`src/rtl/ifu_fetch_unit_pkg.sv`:
```
// ifu_fetch_unit_pkg: instruction codes, next-PC selector encodings and opcode/funct constants
package ifu_fetch_unit_pkg;
  localparam logic [31:0] PC_RESET_DEF = 32'h0000_3000;
  typedef enum logic [5:0] {
    INST_NOP, INST_ADDU, INST_SUBU, INST_SLT, INST_JR, INST_SRAV,
    INST_ORI, INST_LW, INST_SW, INST_BEQ, INST_LUI, INST_J, INST_ADDI,
    INST_ADDIU, INST_JAL, INST_SB, INST_LB, INST_HLT, INST_BAD
  } inst_e;
  typedef enum logic [1:0] {
    IFU_SEL_NORM, IFU_SEL_RELATIVE, IFU_SEL_IRRELATIVE, IFU_SEL_REGISTER
  } npc_sel_e;
  localparam logic [5:0] OP_SPECIAL = 6'h00, OP_ORI = 6'h0D, OP_LW = 6'h23, OP_SW = 6'h2B;
  localparam logic [5:0] OP_BEQ = 6'h04, OP_LUI = 6'h0F, OP_J = 6'h02, OP_ADDI = 6'h08;
  localparam logic [5:0] OP_ADDIU = 6'h09, OP_JAL = 6'h03, OP_SB = 6'h28, OP_LB = 6'h20, OP_HLT = 6'h3F;
  localparam logic [5:0] FN_ADDU = 6'h21, FN_SUBU = 6'h23, FN_SLT = 6'h2A, FN_JR = 6'h08, FN_SRAV = 6'h07;
endpackage

```
`src/rtl/ifu_fetch_unit_if.sv`:
```
// ifu_fetch_unit_if: controller and instruction-memory bus of the fetch unit
interface ifu_fetch_unit_if #(parameter int IM_ADDR_W = 10);
  logic pc_write_en, im_next_en, halt_sig;
  logic [1:0] npc_sel;
  logic [31:0] rs_data, imem_rdata, pc, instr, fetch_count;
  logic [IM_ADDR_W-1:0] imem_addr;
  logic [5:0] dec_inst;
  logic [4:0] rs, rt, rd;
  logic [15:0] imm16;
  logic halted, pc_fault;
  modport master(
    output pc_write_en, im_next_en, halt_sig, npc_sel, rs_data, imem_rdata,
    input pc, instr, fetch_count, imem_addr, dec_inst, rs, rt, rd, imm16, halted, pc_fault
  );
  modport slave(
    input pc_write_en, im_next_en, halt_sig, npc_sel, rs_data, imem_rdata,
    output pc, instr, fetch_count, imem_addr, dec_inst, rs, rt, rd, imm16, halted, pc_fault
  );
endinterface

```
`src/rtl/ifu_fetch_unit_inst_decode.sv`:
```
// ifu_fetch_unit_inst_decode: maps an instruction word to its INST_* code
module ifu_fetch_unit_inst_decode
  import ifu_fetch_unit_pkg::*;
(
  input logic [31:0] ir,
  output logic [5:0] dec
);
  // all-zero word is a NOP; op 0 dispatches on funct; everything unlisted is BAD
  always_comb begin
    dec = INST_BAD;
    if (ir == 32'd0) dec = INST_NOP;
    else
      case (ir[31:26])
        OP_SPECIAL:
          case (ir[5:0])
            FN_ADDU: dec = INST_ADDU;
            FN_SUBU: dec = INST_SUBU;
            FN_SLT:  dec = INST_SLT;
            FN_JR:   dec = INST_JR;
            FN_SRAV: dec = INST_SRAV;
            default: dec = INST_BAD;
          endcase
        OP_ORI:   dec = INST_ORI;
        OP_LW:    dec = INST_LW;
        OP_SW:    dec = INST_SW;
        OP_BEQ:   dec = INST_BEQ;
        OP_LUI:   dec = INST_LUI;
        OP_J:     dec = INST_J;
        OP_ADDI:  dec = INST_ADDI;
        OP_ADDIU: dec = INST_ADDIU;
        OP_JAL:   dec = INST_JAL;
        OP_SB:    dec = INST_SB;
        OP_LB:    dec = INST_LB;
        OP_HLT:   dec = INST_HLT;
        default:  dec = INST_BAD;
      endcase
  end
endmodule

```
`src/rtl/ifu_fetch_unit.sv`:
```
// ifu_fetch_unit: PC, next-PC mux, instruction register, halt/fault flags and fetch counter
module ifu_fetch_unit
  import ifu_fetch_unit_pkg::*;
#(
  parameter logic [31:0] PC_RESET = PC_RESET_DEF,
  parameter int IM_ADDR_W = 10
) (
  input logic clk,
  input logic reset,
  ifu_fetch_unit_if.slave bus
);
  logic [31:0] pc, ir, cnt, npc;
  logic halted, fault, bad_tgt;
  logic [5:0] dec;
  ifu_fetch_unit_inst_decode u_dec (.ir(ir), .dec(dec));
  // next-PC mux; a target is illegal if misaligned or outside the instruction window
  always_comb begin
    npc = bus.npc_sel == IFU_SEL_NORM ? pc + 32'd4 :
          bus.npc_sel == IFU_SEL_RELATIVE ? pc + {{14{ir[15]}}, ir[15:0], 2'b00} :
          bus.npc_sel == IFU_SEL_IRRELATIVE ? {pc[31:28], ir[25:0], 2'b00} : bus.rs_data;
    bad_tgt = npc[1:0] != 2'b00 || ((npc - PC_RESET) >> (IM_ADDR_W + 2)) != 32'd0;
  end
  // state updates gated by the old halted value, so a halt request lets its own edge's writes land
  always_ff @(posedge clk or posedge reset)
    if (reset) begin
      pc <= PC_RESET;
      ir <= 32'd0;
      cnt <= 32'd0;
      halted <= 1'b0;
      fault <= 1'b0;
    end else begin
      halted <= halted | bus.halt_sig;
      if (!halted && bus.pc_write_en && !bad_tgt) pc <= npc;
      if (!halted && bus.pc_write_en && bad_tgt) fault <= 1'b1;
      if (!halted && bus.im_next_en) begin
        ir <= bus.imem_rdata;
        cnt <= cnt + 32'd1;
      end
    end
  assign bus.imem_addr = IM_ADDR_W'((pc - PC_RESET) >> 2);
  assign bus.pc = pc;
  assign bus.instr = ir;
  assign bus.dec_inst = dec;
  assign bus.rs = ir[25:21];
  assign bus.rt = ir[20:16];
  assign bus.rd = ir[15:11];
  assign bus.imm16 = ir[15:0];
  assign bus.halted = halted;
  assign bus.pc_fault = fault;
  assign bus.fetch_count = cnt;
endmodule
```
`src/flat_wrapper.sv`:
```
// flat-port wrapper written by rule: the top's interface ports become plain ports
module ifu_fetch_unit_flat import ifu_fetch_unit_pkg::*;
#(
  parameter logic [31:0] PC_RESET = PC_RESET_DEF,
  parameter int IM_ADDR_W = 10
)
  (clk, reset, bus_pc_write_en, bus_im_next_en, bus_halt_sig, bus_npc_sel, bus_rs_data, bus_imem_rdata, bus_pc, bus_instr, bus_fetch_count, bus_imem_addr, bus_dec_inst, bus_rs, bus_rt, bus_rd, bus_imm16, bus_halted, bus_pc_fault);
  ifu_fetch_unit_if #(.IM_ADDR_W(IM_ADDR_W)) bus_i ();
  input logic clk;
  input logic reset;
  input wire logic [$bits(bus_i.pc_write_en)-1:0] bus_pc_write_en;
  input wire logic [$bits(bus_i.im_next_en)-1:0] bus_im_next_en;
  input wire logic [$bits(bus_i.halt_sig)-1:0] bus_halt_sig;
  input wire logic [$bits(bus_i.npc_sel)-1:0] bus_npc_sel;
  input wire logic [$bits(bus_i.rs_data)-1:0] bus_rs_data;
  input wire logic [$bits(bus_i.imem_rdata)-1:0] bus_imem_rdata;
  output wire logic [$bits(bus_i.pc)-1:0] bus_pc;
  output wire logic [$bits(bus_i.instr)-1:0] bus_instr;
  output wire logic [$bits(bus_i.fetch_count)-1:0] bus_fetch_count;
  output wire logic [$bits(bus_i.imem_addr)-1:0] bus_imem_addr;
  output wire logic [$bits(bus_i.dec_inst)-1:0] bus_dec_inst;
  output wire logic [$bits(bus_i.rs)-1:0] bus_rs;
  output wire logic [$bits(bus_i.rt)-1:0] bus_rt;
  output wire logic [$bits(bus_i.rd)-1:0] bus_rd;
  output wire logic [$bits(bus_i.imm16)-1:0] bus_imm16;
  output wire logic [$bits(bus_i.halted)-1:0] bus_halted;
  output wire logic [$bits(bus_i.pc_fault)-1:0] bus_pc_fault;
  assign bus_i.pc_write_en = bus_pc_write_en;
  assign bus_i.im_next_en = bus_im_next_en;
  assign bus_i.halt_sig = bus_halt_sig;
  assign bus_i.npc_sel = bus_npc_sel;
  assign bus_i.rs_data = bus_rs_data;
  assign bus_i.imem_rdata = bus_imem_rdata;
  assign bus_pc = bus_i.pc;
  assign bus_instr = bus_i.instr;
  assign bus_fetch_count = bus_i.fetch_count;
  assign bus_imem_addr = bus_i.imem_addr;
  assign bus_dec_inst = bus_i.dec_inst;
  assign bus_rs = bus_i.rs;
  assign bus_rt = bus_i.rt;
  assign bus_rd = bus_i.rd;
  assign bus_imm16 = bus_i.imm16;
  assign bus_halted = bus_i.halted;
  assign bus_pc_fault = bus_i.pc_fault;
  ifu_fetch_unit #(.PC_RESET(PC_RESET), .IM_ADDR_W(IM_ADDR_W)) u_core (.clk(clk), .reset(reset), .bus(bus_i));
endmodule
```
`config.mk`:
```
export PLATFORM = sky130hd
export DESIGN_NAME = ifu_fetch_unit_flat
export DESIGN_NICKNAME = d
export VERILOG_FILES = /design/src/rtl/ifu_fetch_unit_pkg.sv /design/src/rtl/ifu_fetch_unit_if.sv /design/src/rtl/ifu_fetch_unit_inst_decode.sv /design/src/rtl/ifu_fetch_unit.sv /design/src/flat_wrapper.sv
export SDC_FILE = /design/constraint.sdc
export NUM_CORES = 1
export LEC_CHECK = 0
export CAP_MARGIN = 0
export CORE_UTILIZATION = 45
export DETAILED_ROUTE_END_ITERATION = 6
export DONT_BUFFER_PORTS = 1
export GPL_ROUTABILITY_DRIVEN = 1
export PLACE_DENSITY = 0.71
export SYNTH_ARGS = -nofsm -noshare
export SYNTH_HDL_FRONTEND = slang
export SYNTH_SLANG_ARGS = --single-unit
```
`constraint.sdc`:
```
create_clock -name clk -period 10.2 [get_ports clk]
set_clock_uncertainty 0.1 [all_clocks]
set_input_delay 1.02 -clock clk [delete_from_list [all_inputs] [get_ports clk]]
set_output_delay 1.02 -clock clk [all_outputs]
set_load 0.05 [all_outputs]
```
# ---- Word level (Yosys, flattened, before mapping)
# Index checks and enable logic that the tools add are counted.
dict set report op_classes {
  add_sub_neg 5
  n_eq_ne 19
  muxes 6
  bitwise_logic 1
  n_reduce_logical 12
}
# cell n
set ops {}
lappend ops {{$mux W32} 3}
lappend ops {{$pmux W6 S13} 1}
lappend ops {{$eq A6 B6 Y1 const B} 8}
lappend ops {{$add A32 B1 Y32 const B} 1}
lappend ops {{$add A32 B3 Y32 const B} 1}
lappend ops {{$add A32 B32 Y32} 1}
lappend ops {{$logic_not A32 Y1} 1}
lappend ops {{$reduce_bool A32 Y1} 1}
lappend ops {{$sub A32 B14 Y32 const B} 1}
lappend ops {{$eq A6 B4 Y1 const B} 5}
lappend ops {{$pmux W5 S5} 1}
lappend ops {{$eq A6 B2 Y1 const B} 2}
lappend ops {{$eq A6 B3 Y1 const B} 2}
lappend ops {{$sub A12 B1 Y12 const B} 1}
lappend ops {{$logic_not A6 Y1} 1}
lappend ops {{$mux W6} 1}
lappend ops {{$logic_and A1 B1 Y1} 4}
lappend ops {{$eq A2 B1 Y1 const B} 1}
lappend ops {{$eq A2 B2 Y1 const B} 1}
lappend ops {{$logic_not A1 Y1} 2}
lappend ops {{$logic_not A2 Y1} 1}
lappend ops {{$reduce_bool A2 Y1} 1}
lappend ops {{$logic_or A1 B1 Y1} 1}
lappend ops {{$or A1 B1 Y1} 1}
dict set report word_totals {
  register_bits 98
  out_inout_bits 145
  elab_cells 48
}

# ---- Depth between registers and ports, before layout
dict set report logic_depth {
  word_depth 9
  ltp_mapped 15
  depth_no_buf 13
}

# ---- Hierarchy
# From an unflattened synthesis, not the netlist that was laid out.
dict set report unflattened {
  hier_cells 848
  hier_area_um2 7596.0
}
# mod instances cells_each area_each_um2 seq_area_each_um2
set modules_own_cells {}
lappend modules_own_cells {ifu_fetch_unit 1 772 7098.1 2454.9}
lappend modules_own_cells {ifu_fetch_unit_inst_decode 1 76 498.0 0.0}

# ---- Worst setup path after synthesis
# Ideal clock, no wire load.
dict set report synth_path {
  kind {register -> output}
  startpoint {register u_core.ir[27], in the netlist u_core.bus.instr[27]}
  endpoint {output bus_dec_inst[0]}
  arrival_ps 3333
  required_time_ps 9080
  slack_ps 5747
  stages_incl_launch_ff 6
  path_buffers 1
  path_cell_list {dfrtp_1 -> clkbuf_1 -> or2_2 -> nor4_1 -> nand2b_1 -> o311ai_0}
}
dict set report synth_via {
  elab_chain_cells 3
  word_cells_on_any_way 16
  cone_classes {eq/ne: 12; mux: 2; reduce/logical: 2}
}
# element line_no
set synth_lines {}
lappend synth_lines {{start: declaration} ifu_fetch_unit.sv:12} ;# logic [31:0] pc, ir, cnt, npc;
lappend synth_lines {{start signal: assignment} ifu_fetch_unit.sv:36} ;# ir <= bus.imem_rdata;
lappend synth_lines {{$eq A6 B6 Y1, or another cell as far along} ifu_fetch_unit_inst_decode.sv:13} ;# case (ir[31:26])
lappend synth_lines {{$pmux W6 S13} ifu_fetch_unit_inst_decode.sv:13}
lappend synth_lines {{$mux W6 (*)} ifu_fetch_unit_inst_decode.sv:11} ;# if (ir == 32'd0) dec = INST_NOP;
lappend synth_lines {{end: declaration} flat_wrapper.sv:21} ;# output wire logic [$bits(bus_i.dec_inst)-1:0] bus_dec_inst;
# Every way passes the cells marked *; elsewhere a longest branch is shown, timed or not.

# ---- Worst setup path after layout
dict set report layout_path {
  startpoint {register u_core.pc[2], in the netlist u_core.bus.pc[2]}
  endpoint {register u_core.pc[3], in the netlist u_core.bus.pc[3]}
}
dict set report layout_via {
  elab_chain_cells 8
  word_cells_on_any_way 9
  cone_classes {add/sub: 3; mux: 2; reduce/logical: 4}
}
# element line_no
set layout_lines {}
lappend layout_lines {{start: declaration} ifu_fetch_unit.sv:12}
lappend layout_lines {{start signal: assignment} ifu_fetch_unit.sv:33} ;# if (!halted && bus.pc_write_en && !bad_tgt) pc <= npc;
lappend layout_lines {{$add A32 B32 Y32} ifu_fetch_unit.sv:19} ;# bus.npc_sel == IFU_SEL_RELATIVE ? pc + {{14{ir[15]}}, ir[15:0], 2'b00} :
lappend layout_lines {{$mux W32} ifu_fetch_unit.sv:19}
lappend layout_lines {{$mux W32 (*)} ifu_fetch_unit.sv:18} ;# npc = bus.npc_sel == IFU_SEL_NORM ? pc + 32'd4 :
lappend layout_lines {{$sub A32 B14 Y32} ifu_fetch_unit.sv:21} ;# bad_tgt = npc[1:0] != 2'b00 || ((npc - PC_RESET) >> (IM_ADDR_W + 2)) != 32'd0;
lappend layout_lines {{$reduce_bool A32 Y1} ifu_fetch_unit.sv:21}
lappend layout_lines {{$logic_or A1 B1 Y1} ifu_fetch_unit.sv:21}
lappend layout_lines {{$logic_not A1 Y1} ifu_fetch_unit.sv:33}
lappend layout_lines {{$logic_and A1 B1 Y1} ifu_fetch_unit.sv:33}
# Marks and branches as above.
# A chain may end at the register's enable or synchronous reset.

==> flow_summary.json <==
{
  "power.ir.vdd_worst_uv": 115,
  "crit_path_end_kind": "flop",
  "fp.coreArea_mm2": 0.0166,
  "cts_buffer_depth": 2,
  "maximum_operating_frequency_mhz": 184,
  "clk-insertion-delay-late_ns": 0.37,
  "rsz_0062_raised_after_global_routing": "false",
  "post_synth_num_cell_types": 83,
  "timing.slew.headroom_pct": 17.9,
  "grt_first_pass_wirelength_um": 38000,
  "die_area_mm2": 0.0177,
  "drt_iter0_markers": 462,
  "nNetsFinal": 912,
  "final_hold_viol_count": 0,
  "final.min_clock_period_ns": 5.44,
  "largest_incremental_delay_on_the_critical_path_ns": 1.06,
  "final_worst_slack_ns": 4.76,
  "cts.repair_timing.setup_buffer_count": 0,
  "synthArstFlopShare_pct": 100,
  "synth_fp_nets": 963,
  "critPathRequiredTime_ns": 10.35,
  "critPathBufInv": 1,
  "via_count": 6554,
  "port-buffer-count": 0,
  "postSynthAreaPerCell_um2": 8.98,
  "cpLargestDelayFamily": "simple AND/OR/NAND/NOR gates",
  "total_number_of_clock_tree_sinks": 98,
  "tritoncts": "yes",
  "synth_warnings": 0,
  "mappedNetlistArea_mm2": 0.00772,
  "wire_per_inst_um": 23.7,
  "drt_pass1_iterations": 5,
  "routed_wl_um": 24500,
  "r2r_start": "u_core.bus.pc[2]",
  "synthesis_to_layout_area_growth_pct": 3.14,
  "final_common_cell": "sky130_fd_sc_hd__dfrtp_1",
  "yosysSeqAreaShare_pct": 31.8,
  "leakage_nw": 3.42,
  "cellPowerDensity_mw_per_mm2": 140,
  "report.final.setup_viol": 0,
  "startpoint": "u_core.bus.pc[2]",
  "critPathMostFrequentCell": "sky130_fd_sc_hd__nand3_2",
  "cp_max_fo": 23,
  "number_of_hold_buffers_added_after_cts": 0,
  "synthCells": 860,
  "drc_errors": 0,
  "cp.arrival_ns": 5.59,
  "ctsRootBufferMaster": "sky130_fd_sc_hd__clkbuf_16",
  "crit_slowest_cell": "sky130_fd_sc_hd__dfrtp_1",
  "drv.max_cap_violation_count": 0,
  "drive_gt1_share_pct": 13.9,
  "fin_worst_hold_slack_ns": 0.401,
  "worst_setup_path_start_kind": "flop",
  "postSynth.topFlopCell": "sky130_fd_sc_hd__dfrtp_1",
  "num_io_pins": 216,
  "ff2ff_setup_slack_ns": 4.76,
  "totalNegativeSetupSlack_ns": 0,
  "cts-buffers-inserted": 9,
  "place.detailed.hpwl_um": 18700,
  "timing.critical_path.cells": "ha_1 -> inv_1 -> fa_1 -> nand2b_1 -> a21oi_1 -> o21ai_1 -> nand3_2 -> a41oi_2 -> xnor2_1 -> mux4_2 -> nor4b_4 -> nand3_2 -> mux2_1",
  "global_route.overflow_total": 0,
  "floorplan.initialDensity_pct": 46.4,
  "gp_congestion": 0.942,
  "status": "finished clean",
  "antenna_found_initial": 0,
  "synth.ff_latch_count": 98,
  "antenna_cells": 0,
  "via_per_inst": 6.34,
  "grt_usage_pct": 28.3,
  "finish.instance_area_mm2": 0.00796,
  "grt_max_degree": 68,
  "first_global_vias": 6365,
  "worst-r2r-cell-count": 13,
  "dpl.cell_count": 1018,
  "ctsResizeCount": 0,
  "slew_viol_final": 0,
  "rr_endpoint": "u_core.bus.pc[3]",
  "transition_time_of_the_tightest_slew_check_pin_ns": 1.23,
  "commonest_cells_after_routing_fill_and_taps_aside": "sky130_fd_sc_hd__dfrtp_1 (91), sky130_fd_sc_hd__nand2_1 (78), sky130_fd_sc_hd__a21oi_1 (49)",
  "layout_worst_path_cycle_share_pct": 53.4,
  "critPathKind": "flop to flop",
  "pre_cts_slack_ns": 4.84,
  "die_width_um": 133,
  "postRouteAntennaNets": 0,
  "cts-htree-levels": 3,
  "die_height_um": 133,
  "clk_transition_reported_paths_ns": 0.08,
  "core.rowCount": 47,
  "layout.cells.non_filler": 1034,
  "path_category_of_the_worst_min_delay_check": "input pin to async pin",
  "synth_edf_count": 0,
  "placed_area_mm2": 0.00766
}
[cells by family (layout without fill, tap and decap cells)]
group / count (synthesis) / in the layout / synth area share (%)
compound gates: 206 / 206 / 18.5
xor+xnor: 65 / 65 / 7.38
fa+ha+maj: 32 / 32 / 5.28
buf+inv: 104 / 58 / 7.52
flops: 98 / 98 / 31.8
mux: 54 / 54 / 8.36
other cells: 1 / 1 / 0.0486
simple gates: 300 / 300 / 21.1
[worst max-delay path by stage]
stage,slack [ns],cells after the start,end
after global placement,4.93,13,u_core.bus.pc[3]
after floorplan,5.75,5,bus_dec_inst[0]
after detailed placement,4.84,13,u_core.bus.pc[3]
final,4.76,13,u_core.bus.pc[3]
after global routing,4.46,13,u_core.bus.pc[3]
after CTS,4.82,13,u_core.bus.pc[3]
[through the flow]
| step | util [%] | total power, W |
|---|---|---|
| global placement | 46.0 | 0.000767 |
| finish | 47.8 | 0.00111 |
| CTS | 47.8 | 0.00111 |
| global route | 47.8 | 0.00115 |
| floorplan | - | 0.000727 |
| detailed placement | 46.0 | 0.000768 |
[cells in the mapped netlist (5+ instances only)]
cell | count | area share [%]
sky130_fd_sc_hd__inv_1 | 23 | 1.1
sky130_fd_sc_hd__xnor2_1 | 44 | 5.0
sky130_fd_sc_hd__a311oi_1 | 6 | 0.68
sky130_fd_sc_hd__o22ai_1 | 7 | 0.57
sky130_fd_sc_hd__buf_4 | 44 | 4.3
sky130_fd_sc_hd__o21ai_1 | 8 | 0.52
sky130_fd_sc_hd__nor2_1 | 42 | 2.0
sky130_fd_sc_hd__a31oi_1 | 17 | 1.4
sky130_fd_sc_hd__a22oi_1 | 5 | 0.49
sky130_fd_sc_hd__and2_1 | 23 | 1.9
sky130_fd_sc_hd__mux2_2 | 32 | 4.7
sky130_fd_sc_hd__xor2_1 | 21 | 2.4
sky130_fd_sc_hd__nor4_1 | 15 | 1.2
sky130_fd_sc_hd__buf_2 | 8 | 0.52
sky130_fd_sc_hd__nand2b_1 | 18 | 1.5
sky130_fd_sc_hd__ha_1 | 31 | 5.0
sky130_fd_sc_hd__a211oi_2 | 12 | 1.9
sky130_fd_sc_hd__nor3_1 | 17 | 1.1
sky130_fd_sc_hd__clkbuf_1 | 25 | 1.2
sky130_fd_sc_hd__nor2b_1 | 7 | 0.57
sky130_fd_sc_hd__and3_1 | 20 | 1.6
sky130_fd_sc_hd__or3_1 | 7 | 0.57
sky130_fd_sc_hd__a21oi_1 | 49 | 3.2
sky130_fd_sc_hd__dfrtp_1 | 96 | 31
sky130_fd_sc_hd__o211ai_1 | 7 | 0.68
sky130_fd_sc_hd__a21o_1 | 13 | 1.3
sky130_fd_sc_hd__o21ai_0 | 34 | 2.2
sky130_fd_sc_hd__nand4_1 | 19 | 1.5
sky130_fd_sc_hd__a211oi_1 | 5 | 0.49
sky130_fd_sc_hd__nand2_1 | 78 | 3.8
sky130_fd_sc_hd__mux2i_1 | 15 | 1.9
sky130_fd_sc_hd__and4_1 | 5 | 0.57
sky130_fd_sc_hd__mux4_2 | 5 | 1.5
sky130_fd_sc_hd__nand3_1 | 27 | 1.8
[state kept, by name (all words and copies together), names as in the netlist]
name                    cells
u_core.bus.pc_fault         1
u_core.bus.pc              32
u_core.bus.halted           1
u_core.bus.instr           32
u_core.bus.fetch_count     32
[per-layer routing]
metal	global-route usage (%)	vias up	share of wire, %
li1	-	2999	-
met1	38.1	3184	43
met2	43.7	333	45
met3	8.01	38	9.5
met4	8.88	0	2.3
met5	0	-	0
[final cells by class]
type	count	area (µm²)
fill	1602	8680
multi-input combinational	658	4700
sequential	98	2460
tap	220	275
clock buffer	10	239
timing repair buffer	18	135
inverter	24	92.6
clock inverter	6	60.1
[power breakdown]
part	total, W	internal (W)	switching, W
clock network	0.000350	0.000178	0.000172
logic	0.000261	0.0000787	0.000182
registers	0.000502	0.000403	0.0000990
(Power assumes the default switching activity.)
